==> src/rtl/sensor_event_arbiter_pkg.sv <==
// Shared definitions for the sensor event path.
// Holds the event code values (bit index of ev_in), the code width and a
// fixed-priority helper that picks the lowest set bit. The screen controller
// imports the same package so both sides agree on what each code means.
package sensor_event_arbiter_pkg;

    localparam int unsigned NUM_EV    = 8;
    localparam int unsigned EV_CODE_W = 3;

    typedef logic [EV_CODE_W-1:0] ev_code_t;

    localparam ev_code_t EV_PRESSED   = 3'd0;
    localparam ev_code_t EV_TOUCHED   = 3'd1;
    localparam ev_code_t EV_AWAKING   = 3'd2;
    localparam ev_code_t EV_EXPECTING = 3'd3;
    localparam ev_code_t EV_UP        = 3'd4;
    localparam ev_code_t EV_DOWN      = 3'd5;
    localparam ev_code_t EV_LEFT      = 3'd6;
    localparam ev_code_t EV_RIGHT     = 3'd7;

    // Index of the lowest set bit; bit 0 (pressed) has the highest priority.
    // Returns 0 for an all-zero vector, so callers must qualify with |vec.
    function automatic ev_code_t lowest_set(input logic [NUM_EV-1:0] vec);
        ev_code_t idx;
        idx = '0;
        for (int i = NUM_EV - 1; i >= 0; i--) begin
            if (vec[i]) idx = EV_CODE_W'(i);
        end
        return idx;
    endfunction

endpackage

==> src/rtl/event_fifo.sv <==
// Small synchronous FIFO holding granted event codes.
// Ports:
//   clk        rising-edge clock
//   rst        synchronous active-low reset (empties the queue)
//   push       write push_data (ignored when full)
//   push_data  entry to write
//   pop        drop the head entry (ignored when empty)
//   pop_data   head entry, forced to 0 while empty
//   full       occupancy == DEPTH
//   empty      occupancy == 0
//   level      occupancy, 0..DEPTH
// DEPTH must be a power of two so the pointers wrap naturally.
module event_fifo
    import sensor_event_arbiter_pkg::*;
#(
    parameter int unsigned DEPTH = 4,
    parameter int unsigned WIDTH = EV_CODE_W
) (
    input  logic                     clk,
    input  logic                     rst,
    input  logic                     push,
    input  logic [WIDTH-1:0]         push_data,
    input  logic                     pop,
    output logic [WIDTH-1:0]         pop_data,
    output logic                     full,
    output logic                     empty,
    output logic [$clog2(DEPTH):0]   level
);

    localparam int unsigned AW = $clog2(DEPTH);
    localparam int unsigned LW = AW + 1;

    logic [WIDTH-1:0] r_mem [DEPTH];
    logic [AW-1:0]    r_wr_ptr;
    logic [AW-1:0]    r_rd_ptr;
    logic [LW-1:0]    r_level;

    logic w_do_push;
    logic w_do_pop;

    always_comb begin
        full      = (r_level == LW'(DEPTH));
        empty     = (r_level == '0);
        w_do_push = push & ~full;
        w_do_pop  = pop & ~empty;
        pop_data  = empty ? '0 : r_mem[r_rd_ptr];
        level     = r_level;
    end

    // Storage needs no reset: contents are only visible while non-empty.
    always_ff @(posedge clk) begin
        if (w_do_push) r_mem[r_wr_ptr] <= push_data;
    end

    always_ff @(posedge clk) begin
        if (!rst) begin
            r_wr_ptr <= '0;
            r_rd_ptr <= '0;
            r_level  <= '0;
        end else begin
            if (w_do_push) r_wr_ptr <= r_wr_ptr + 1'b1;
            if (w_do_pop)  r_rd_ptr <= r_rd_ptr + 1'b1;
            case ({w_do_push, w_do_pop})
                2'b10:   r_level <= r_level + 1'b1;
                2'b01:   r_level <= r_level - 1'b1;
                default: r_level <= r_level;
            endcase
        end
    end

endmodule

==> src/rtl/sensor_event_arbiter.sv <==
// Turns eight sensor level flags into a rate-limited queue of event codes.
// Rising edges set per-source pending bits; at most one pending source is
// granted per HOLDOFF cycles (lowest index wins) and its code is queued.
// Ports:
//   clk        rising-edge clock
//   rst        synchronous active-low reset
//   ev_in      sensor level flags, bit index == event code
//   ev_valid   queue head holds an event
//   ev_code    event code at queue head
//   ev_ready   consumer accepts the head this cycle
//   level      queue occupancy
//   coalesced  sticky: an edge hit a source that was already pending
//   clr_flag   single-cycle pulse clearing coalesced
module sensor_event_arbiter
    import sensor_event_arbiter_pkg::*;
#(
    parameter int unsigned FIFO_DEPTH = 4,
    parameter int unsigned HOLDOFF    = 16
) (
    input  logic                 clk,
    input  logic                 rst,
    input  logic [NUM_EV-1:0]    ev_in,
    output logic                 ev_valid,
    output logic [EV_CODE_W-1:0] ev_code,
    input  logic                 ev_ready,
    output logic [2:0]           level,
    output logic                 coalesced,
    input  logic                 clr_flag
);

    localparam int unsigned HO_W = (HOLDOFF > 1) ? $clog2(HOLDOFF) : 1;
    localparam int unsigned LW   = $clog2(FIFO_DEPTH) + 1;

    logic [NUM_EV-1:0] r_prev;
    logic [NUM_EV-1:0] r_pending;
    logic [HO_W-1:0]   r_holdoff;
    logic              r_coalesced;

    logic [NUM_EV-1:0] w_edge;
    logic [NUM_EV-1:0] w_win_mask;
    logic [NUM_EV-1:0] w_clear_mask;
    logic [NUM_EV-1:0] w_pending_d;
    logic [HO_W-1:0]   w_holdoff_d;
    logic              w_coalesced_d;
    ev_code_t          w_win_code;
    logic              w_grant;
    logic              w_full;
    logic              w_empty;
    logic              w_pop;
    logic [LW-1:0]     w_level;

    always_comb begin
        w_edge     = ev_in & ~r_prev;
        w_win_code = lowest_set(r_pending);
        w_win_mask = NUM_EV'(1) << w_win_code;
        // Fullness is the registered state, so a pop this cycle never frees a slot
        // for a push in the same cycle.
        w_grant    = (r_holdoff == '0) && !w_full && (r_pending != '0);

        w_clear_mask = w_grant ? w_win_mask : '0;
        // A fresh edge on the winner re-arms it: the OR comes after the clear.
        w_pending_d  = (r_pending & ~w_clear_mask) | w_edge;

        // An edge on the bit being granted this cycle is a new event, not a merge.
        w_coalesced_d = r_coalesced;
        if (clr_flag) w_coalesced_d = 1'b0;
        if (|(w_edge & r_pending & ~w_clear_mask)) w_coalesced_d = 1'b1;

        w_holdoff_d = r_holdoff;
        if (w_grant) begin
            w_holdoff_d = HO_W'(HOLDOFF - 1);
        end else if (r_holdoff != '0) begin
            w_holdoff_d = r_holdoff - 1'b1;
        end
    end

    always_ff @(posedge clk) begin
        if (!rst) begin
            // Track ev_in during reset so levels already high at release are not edges.
            r_prev      <= ev_in;
            r_pending   <= '0;
            r_holdoff   <= '0;
            r_coalesced <= 1'b0;
        end else begin
            r_prev      <= ev_in;
            r_pending   <= w_pending_d;
            r_holdoff   <= w_holdoff_d;
            r_coalesced <= w_coalesced_d;
        end
    end

    assign ev_valid  = ~w_empty;
    assign w_pop     = ev_valid & ev_ready;
    assign level     = 3'(w_level);
    assign coalesced = r_coalesced;

    event_fifo #(
        .DEPTH (FIFO_DEPTH),
        .WIDTH (EV_CODE_W)
    ) u_event_fifo (
        .clk       (clk),
        .rst       (rst),
        .push      (w_grant),
        .push_data (w_win_code),
        .pop       (w_pop),
        .pop_data  (ev_code),
        .full      (w_full),
        .empty     (w_empty),
        .level     (w_level)
    );

endmodule

==> config.mk <==
export PLATFORM = sky130hd
export DESIGN_NAME = sensor_event_arbiter
export DESIGN_NICKNAME = d
export VERILOG_FILES = /design/src/rtl/sensor_event_arbiter_pkg.sv /design/src/rtl/event_fifo.sv /design/src/rtl/sensor_event_arbiter.sv
export SDC_FILE = /design/constraint.sdc
export NUM_CORES = 1
export LEC_CHECK = 0
export BUFFER_PORTS_ARGS = -buffer_cell sky130_fd_sc_hd__buf_2
export CORE_ASPECT_RATIO = 0.7
export CORE_MARGIN = 3
export CORE_UTILIZATION = 35
export CTS_BUF_LIST = sky130_fd_sc_hd__clkbuf_4 sky130_fd_sc_hd__clkbuf_8
export DETAILED_ROUTE_END_ITERATION = 12
export GPL_TIMING_DRIVEN = 0
export SYNTH_ARGS = -nofsm -noshare
export SYNTH_HDL_FRONTEND = slang
export SYNTH_SLANG_ARGS = --single-unit
==> constraint.sdc <==
create_clock -name clk -period 4.9 [get_ports clk]
set_input_delay 0.98 -clock clk [delete_from_list [all_inputs] [get_ports clk]]
set_output_delay 0.98 -clock clk [all_outputs]
set_load 0.02 [all_outputs]
; ---- After elaboration in Yosys (flattened, before gate mapping)
; Memory sizes are Yosys's and may differ from the RTL's. A register that Yosys moved wholly into a read port is not among the register bits.
; Cells that the tools add are included.
[totals]
regBits = 28
latch_bits = 0
mem_bits_rw = 12
rom_bits = 0
inputBits = 12
output_inout_bits = 8
elab_cells = 59
n_memories = 1
[classes]
addsub = 5
mul = 0
div = 0
order_cmp = 0
eq_ne = 3
n_shift = 1
muxes = 19
n_bitwise = 12
n_reduce_logical = 11
[mem_list]
columns = memory, depth, width, rd, rd_ports_with_merged_regs, wr, line_no
row1 = u_event_fifo.r_mem, 4, 3, 1, 1, 1, event_fifo.sv:33  ; logic [WIDTH-1:0] r_mem [DEPTH];
[ops]
columns = cell, count
row1 = $and A8 B8 Y8, 4
row2 = $mux W3, 9
row3 = $not A8 Y8, 2
row4 = $mux W4, 2
row5 = $mux W8, 1
row6 = $or A8 B8 Y8, 1
row7 = $reduce_bool A8 Y1, 1
row8 = $reduce_or A8 Y1, 1
row9 = $shl A1 B3 Y8 const A, 1
row10 = $pmux W3 S2, 1
row11 = $reduce_bool A2 Y1, 3
row12 = $add A2 B1 Y2 const B, 2
row13 = $logic_not A4 Y1, 1
row14 = $mux W1, 4
row15 = $mux W2, 2
row16 = $reduce_bool A4 Y1, 1
row17 = $sub A4 B1 Y4 const B, 1
row18 = $add A3 B1 Y3 const B, 1
row19 = $and A1 B1 Y1, 3
row20 = $eq A3 B3 Y1 const B, 1
row21 = $logic_not A3 Y1, 1
row22 = $sub A3 B1 Y3 const B, 1
row23 = $eq A2 B1 Y1 const B, 1
row24 = $eq A2 B2 Y1 const B, 1
row25 = other kinds (3), 5

; ---- Longest topological paths before layout
; Gate-level depths: netlist of the first run.
[logic_depth]
depth_word = 14
ltp_mapped = 13
depth_no_buf = 12

; ---- By module
; From an unflattened synthesis of the first run, not the netlist that was laid out.
[unflattened]
cells_unflattened = 176
area_unflattened_um2 = 1881.8
[modules_own_cells]
columns = module, n_inst, cells_per_inst, area_each_um2, seq_area_each_um2
row1 = event_fifo, 1, 72, 949.7, 540.5
row2 = sensor_event_arbiter, 1, 104, 932.1, 420.4

; ---- Worst setup path after synthesis of the first run
; OpenSTA, ideal clock, no wires.
[synth_timing]
path_type = flip-flop to flip-flop
startpoint = reg u_event_fifo.r_level[2], in the netlist u_event_fifo.level[2]
endpoint = reg u_event_fifo.r_level[2], in the netlist u_event_fifo.level[2]
setup_time_ps = 72
arrival_time_ps = 2557
required_time_ps = 4828
path_slack_ps = 2271
path_stages_with_launch = 11
path_buffers = 0
period_less_slack_ps = 2629
path_cell_list = dfxtp_1 > nor3b_1 > or2_4 > a31oi_4 > inv_1 > ha_1 > inv_1 > fa_1 > xor2_1 > or3_1 > a21oi_1
[synth_between]
elab_chain_cells = 7
word_cells_on_any_way = 16
classes_between = add/sub: 2 / eq/ne: 3 / mux: 1 / bitwise: 5 / reduce/logical: 5
[synth_rtl]
columns = element, line_no
row1 = start: declaration, event_fifo.sv:36  ; logic [LW-1:0] r_level;
row2 = start signal: assignment, event_fifo.sv:64  ; 2'b10: r_level <= r_level + 1'b1;
row3 = start signal: assignment, event_fifo.sv:65  ; 2'b01: r_level <= r_level - 1'b1;
row4 = start signal: assignment, event_fifo.sv:66  ; default: r_level <= r_level;
row5 = $eq A3 B3 Y1, event_fifo.sv:42  ; full = (r_level == LW'(DEPTH));
row6 = $logic_not A1 Y1, sensor_event_arbiter.sv:58  ; w_grant = (r_holdoff == '0) && !w_full && (r_pending != '0);
row7 = $logic_and A1 B1 Y1 (2 in series), sensor_event_arbiter.sv:58
row8 = $and A1 B1 Y1, event_fifo.sv:44  ; w_do_push = push & ~full;
row9 = $eq A2 B1 Y1 or $eq A2 B2 Y1 (tied branches), event_fifo.sv:63  ; case ({w_do_push, w_do_pop})
row10 = $pmux W3 S2 or $reduce_bool A2 Y1 (tied branches), -
; Several ways; a longest one is shown, not always the timed one.
; A chain may end at the register's enable or synchronous reset.

; ---- Worst setup path after layout of the first run
; Ends and elaborated chain as after synthesis.

==> results of run 1 <==
==> synth_stat cells, types with 2 or more instances <==
cell type  number
dfxtp_1        30
edfxtp_1       12
or3_1           4
mux4_2          3
nor4_1          2
nor3_1          3
nand2_1         5
xor2_1          3
o21ai_0         6
inv_1          11
a31oi_1         3
a21boi_0        2
nor2_1         20
a221oi_1        2
ha_1            6
a21oi_1        11
nand2b_1        5
and2_1          4
buf_6           2
xnor2_1         4
o21a_1          3
nor2b_1         5
and2_2          4
==> final cells by class <==
class,count,area share (%)
Clock buffer,7,3.96
Inverter,12,2.13
Clock inverter,1,1.42
Buffer,3,1.24
Sequential cell,42,45.4
Tap cell,69,4.08
Multi-Input combinational cell,110,37.3
Timing Repair Buffer,19,4.49
==> worst min-delay path, delay by kind of cell (launching register included) <==
kind,cells,cell delay (ns)
and+or+nand+nor,1,0.06
AOI/OAI and AO/OA,1,0.05
buffers and inverters,1,0.04
DFF,1,0.31
==> worst max-delay path by stage <==
stage                                          to  slack (ns)
2_1_floorplan  u_event_fifo.level[2]$_SDFFE_PN0P_        2.27
3_5_place_dp   u_event_fifo.level[2]$_SDFFE_PN0P_        1.99
3_3_place_gp   u_event_fifo.level[2]$_SDFFE_PN0P_        2.00
4_1_cts        u_event_fifo.level[2]$_SDFFE_PN0P_        1.97
6_report       u_event_fifo.level[2]$_SDFFE_PN0P_        1.96
5_1_grt        u_event_fifo.level[2]$_SDFFE_PN0P_        1.68
==> sequential cells by signal (all words and copies together), names as in the netlist, named ones only <==
register / flops
u_event_fifo.r_rd_ptr: 2
r_pending: 8
u_event_fifo.level: 3
r_prev: 8
u_event_fifo.r_mem: 12
r_holdoff: 4
coalesced: 1
u_event_fifo.r_wr_ptr: 2
==> per-layer routing <==
layer / share of wire [%] / wire length, um / GRT usage [%] / vias to the layer above
met3: 5.0 / 154 / 4.89 / 2
met5: 0 / 0 / 0 / -
li1: - / - / - / 640
met4: 0.55 / 17 / 2.22 / 0
met2: 39 / 1210 / 15.3 / 21
met1: 55 / 1690 / 16.3 / 551
==> where the power goes <==
part           leakage [nW]  internal (mW)  total, mW  switching, mW
Combinational         0.392          0.203      0.453          0.249
Clock                0.0593          0.163      0.269          0.105
Sequential            0.359          0.432      0.482         0.0497
==> through the flow <==
stage	std cells	hold slack, ns	setup WS, ns	instance area (sq um)
3_5_place_dp	255	0.500	1.99	2000
6_report	263	0.505	1.96	2120
5_1_grt	263	0.553	1.68	2120
3_3_place_gp	255	0.496	2.00	2000
4_1_cts	263	0.512	1.97	2120
2_1_floorplan	167	0.472	2.27	1820
==> layout by cell type (no fill, tap or decap), types with 2 or more instances in the layout <==
cell type  count
a31oi_1        3
xnor2_1        4
nor4_1         2
clkbuf_4       2
nor2_1        20
inv_1         11
and2_1         4
clkbuf_8       5
a221oi_1       2
or3_1          4
edfxtp_1      12
ha_1           6
a21oi_1       11
xor2_1         3
buf_2         19
o21a_1         3
a21boi_0       2
mux4_2         3
o21ai_0        6
nor2b_1        5
nand2_1        5
nor3_1         3
dfxtp_1       30
nand2b_1       5
and2_2         4
buf_6          2
==> kinds of logic after synthesis <==
family          share of synthesized area (%)
compound gates                           12.6
xor+xnor                                 3.37
fa+ha+maj                                5.22
buf+inv                                  3.92
flops                                    52.8
mux                                      4.26
simple gates                             17.9
==> impl_metrics.csv, run 1 <==
group,metric,value,unit
worst_setup_path,crit_arrival,3.15,ns
layout,regArea,961,sq um
clock_tree,root_buffer,"clkbuf_8",
placement,gp_congestion,0.761,
worst_setup_path,reg2reg_depth,10,
worst_setup_path,required,5.11,ns
grt,first_global_vias,1110,
worst_setup_path,crit_buf_inv,2,
sta,setup_tns,0,ns
clock_tree,insertion_delay,0.29,ns
worst_setup_path,cp-start-kind,"flip-flop",
placement,dp_hpwl,2390,um
clock_tree,htree_levels,2,
clock_tree,cts_tree,"done",
routing,ant_nets,0,
synthesis,syn_area,0.00182,sq mm
synthesis,yosys-top-cells-area,"dfxtp_1, edfxtp_1, ha_1",
clock_tree,cts_buffers,5,
clock_tree,postCtsResizedCells,0,
grt,grt_use_total,11.2,%
worst_setup_path,critical_path_peak_fanout,10,
synthesis,synth_top_area_cell,"dfxtp_1",
layout,n_fill_cell,482,
synthesis,synth-edff-count,12,
worst_setup_path,endpoint_kind,"flip-flop",
grt,grt_max_degree,13,
sta,rsz0062_at_grt,"no",
routing,routed_wl,3070,um
sta,min_period,2.94,ns
worst_setup_path,slowest_delay,0.74,ns
clock_tree,post_cts_buffers,0,
routing,drc,0,
synthesis,synth_ff_type,"dfxtp_1",
worst_setup_path,reg2reg_to,"u_event_fifo.level[2]$_SDFFE_PN0P_",
sta,finalMaxSlewViolations,0,
sta,fin_crit_sh,60.0,%
layout,area_growth,16.2,%
pwr,total_power,1.20,mW
synthesis,synth_top_area_share,33.0,%
synthesis,async_flop_share,0,%
flow_run,drv_cap,0,
worst_setup_path,startpoint,"u_event_fifo.level[2]$_SDFFE_PN0P_",
die,rows,21,
synthesis,ys_ff_latch,42,
clock_tree,clkSinkCount,42,
worst_setup_path,crit_chain,"nor3b_1 -> or2_4 -> a31oi_4 -> inv_1 -> ha_1 -> inv_1 -> fa_1 -> xor2_1 -> or3_1 -> a21oi_1",
synthesis,synth_cells,167,
synthesis,avgSynthCellArea,10.9,sq um
worst_setup_path,r2r_slack,1.96,ns
routing,wire_per_inst,11.7,um
layout,multi_input_area,788,sq um
synthesis,syn_nets,186,
grt,antenna_found_initial,0,
die,start_util,37.3,%
clock_tree,clockBufferDepth,2,
layout,drive_gt1_share,21.1,%
worst_setup_path,crit_top_cell,"inv_1",
worst_setup_path,slowest_stage,"nor3b_1",
min_path,min_path_cells,3,
die,die_h,66.3,um
pwr,power.static_leakage,0.811,nW
grt,grt_pass1_wl,5250,um
worst_setup_path,worstSetupPathType,"flip-flop to flip-flop",
routing,avgViaCountPerCell,4.62,
routing,dr.pass1.iters,4,
sta,report.final.hold_viol_count,0,
placement,port_buffers,19,
grt,grt-ovfl-total,0,
sta,tightest_slew,0.876,ns
sta,slew_headroom,41.5,%
clock_tree,hold_buffers,0,
die,ios,20,
layout,nets,212,
pwr,p_per_area,569,mW/mm^2
sta,max_freq,340,MHz
sta,finalClockSkew,0.00704,ns
min_path,holdPathEnd,"r_pending[1]$_SDFF_PN0_",
pwr,irDropWorstVdd,273,uV
sta,setup_viol,0,
worst_setup_path,r2r-start,"u_event_fifo.level[2]$_SDFFE_PN0P_",
layout,diodes,0,
layout,utilization,43.3,%
die,design.core.area,0.00489,sq mm
clock_tree,cts.clk_slew.worst_paths,0.07,ns
min_path,min_from,"r_prev[1]$_DFF_P_",
synthesis,synth_warnings,0,
min_path,holdCritPathClass,"flip-flop to flip-flop",
die,die-area,0.00612,sq mm
outcome,status,"complete, no violations",
synthesis,ys_seq_area_share,52.8,%
synthesis,yosysUniqueCellTypes,40,
worst_setup_path,critical-path-top-delay-family,"simple AND/OR/NAND/NOR gates",
worst_setup_path,crit_cells,10,
routing,vias,1214,
die,chipWidth,92.2,um
routing,drt_iter0_markers,44,
Power figures use the tool's default switching activity.
==> run 2, diff against run 1 <==
==> constraint.sdc (replaced) <==
create_clock -name clk -period 3.03 [get_ports clk]
set_input_delay 0.606 -clock clk [delete_from_list [all_inputs] [get_ports clk]]
set_output_delay 0.606 -clock clk [all_outputs]
set_load 0.02 [all_outputs]
==> run 2 against run 1 <==
Sequential power increased by 62%. Wire length increased by 1.8%. Core utilization increased by 0.56 points. Worst hold slack got worse by 0.083 ns. Critical path depth increased by 3. Sequential share of layout area decreased by 0.58 points. Largest power group unchanged. Final area increased by 1.3%. Worst setup slack got worse by 1.7 ns. Critical path type unchanged. Highest routed layer unchanged. Total power increased by 65%.
==> impl_metrics.csv, run 2 (synthesis gave the netlist of run 1 again) <==
group,metric,value,unit
clock_tree,cts.clk_slew.worst_paths,0.08,ns
layout,reg_top3,"u_event_fifo.r_mem x12, r_pending x8, r_prev x8",
grt,grt_max_degree,13,
die,start_util,37.3,%
worst_setup_path,critical_path_peak_fanout,9,
clock_tree,clkSinkCount,42,
layout,nets,215,
worst_setup_path,slowest_delay,0.37,ns
worst_setup_path,critical-path-top-delay-family,"simple AND/OR/NAND/NOR gates",
clock_tree,cts_buffers,5,
layout,drive_gt1_share,22.8,%
layout,regArea,961,sq um
grt,antenna_found_initial,0,
sta,finalClockSkew,0.00709,ns
clock_tree,cts_tree,"done",
grt,grt_pass1_wl,5250,um
clock_tree,htree_levels,2,
placement,port_buffers,19,
layout,layout.cells.most_common,"dfxtp_1",
placement,dp_cells,255,
worst_setup_path,required,3.24,ns
sta,finalMaxSlewViolations,0,
worst_setup_path,crit_chain,"inv_1 -> ha_1 -> or3b_1 -> buf_6 -> or2_4 -> a31oi_4 -> inv_1 -> ha_1 -> inv_1 -> fa_1 -> xor2_1 -> or3_1 -> a21oi_1",
worst_setup_path,cp-start-kind,"flip-flop",
sta,min_period,2.82,ns
pwr,p_per_area,927,mW/mm^2
routing,wire_per_inst,11.7,um
placement,dp_hpwl,2390,um
sta,report.final.hold_viol_count,0,
grt,first_global_vias,1110,
sta,slew_headroom,54.2,%
layout,area_growth,17.7,%
sta,tightest_slew,0.680,ns
pwr,power.static_leakage,0.830,nW
layout,instances_no_fill,266,
worst_setup_path,slowest_stage,"or3b_1",
layout,largest_reg_flops,12,
worst_setup_path,crit_buf_inv,4,
worst_setup_path,crit_top_cell,"inv_1",
die,die-area,0.00612,sq mm
die,rows,21,
placement,gp_congestion,0.761,
routing,vias,1239,
worst_setup_path,worstSetupPathType,"flip-flop to flip-flop",
clock_tree,clockBufferDepth,2,
routing,ant_nets,0,
die,ios,20,
sta,hold_ws,0.422,ns
pwr,irDropWorstVdd,417,uV
layout,regMostFlops,"u_event_fifo.r_mem",
routing,dr.pass1.iters,4,
pwr,total_power,1.99,mW
sta,max_freq,355,MHz
routing,avgViaCountPerCell,4.66,
die,chipWidth,92.2,um
sta,fin_crit_sh,93.1,%
die,die_h,66.3,um
worst_setup_path,endpoint_kind,"flip-flop",
clock_tree,insertion_delay,0.29,ns
routing,drc,0,
flow_run,drv_cap,0,
routing,routed_wl,3120,um
clock_tree,root_buffer,"clkbuf_8",
layout,mostFrequentLayoutCells,"dfxtp_1, nor2_1, buf_2",
grt,grt-ovfl-total,0,
layout,n_fill_cell,484,
sta,setup_viol,0,
worst_setup_path,crit_arrival,3.03,ns
placement,pre_cts_ws,0.120,ns
grt,grt_use_total,11.2,%
layout,multi_input_area,793,sq um
sta,setup_slack,0.210,ns
min_path,holdCritPathClass,"input port to flip-flop",
outcome,status,"complete, no violations",
routing,drt_iter0_markers,39,
layout,diodes,0,
sta,setup_tns,0,ns
die,design.core.area,0.00489,sq mm
==> run 2: worst register-to-register path, cell delays in order, from the launching register on <==
cell and delay [ns]:
dfxtp_1 0.33, inv_1 0.06, ha_1 0.19, or3b_1 0.37
buf_6 0.15, or2_4 0.27, a31oi_4 0.25, inv_1 0.14
ha_1 0.24, inv_1 0.08, fa_1 0.17, xor2_1 0.07
or3_1 0.30, a21oi_1 0.13
==> run 2: power breakdown <==
part	switching [mW]	internal (mW)	total, mW
registers	0.0839	0.699	0.783
logic	0.410	0.358	0.769
clock network	0.170	0.264	0.435
total	0.665	1.32	1.99
==> run 2: routing by layer <==
metal | vias up | part of all wire (%) | global-route usage, %
li1 | 646 | - | -
met1 | 569 | 55 | 16.3
met2 | 22 | 40 | 15.3
met3 | 2 | 4.9 | 4.89
met4 | 0 | 0.45 | 2.22
met5 | - | 0 | 0
==> run 2: path summary, 6_finish.rpt <==
path	depth (start not counted)	slack, ns	start	end
hold / removal	1	0.42	ev_in[5]	r_prev[5]$_DFF_P_
setup reg to reg	13	0.21	r_holdoff[0]$_SDFFE_PN0P_	u_event_fifo.level[2]$_SDFFE_PN0P_
setup / recovery	13	0.21	r_holdoff[0]$_SDFFE_PN0P_	u_event_fifo.level[2]$_SDFFE_PN0P_
hold reg to reg	3	0.51	r_prev[1]$_DFF_P_	r_pending[1]$_SDFF_PN0_
==> run 2: layout make-up <==
cell class	instances	area share, %
tap	69	4.03
multi-input combinational	110	37.0
inverter	12	2.10
clock inverter	1	1.40
timing repair buffer	22	5.49
sequential	42	44.8
clock buffer	7	3.91
buffer	3	1.23
==> run 2: timing repair <==
action	4_1_cts	5_1_grt
endpoints found under the setup margin	0	2
resized for setup	0	1
hold buffers	0	0
setup buffers	0	3
==> run 2: metrics by stage <==
stage,area [sq um],util (%)
after floorplan,1820,-
after global placement,2000,41.0
after detailed placement,2000,41.0
after CTS,2120,43.3
after global routing,2140,43.9
final,2140,43.9
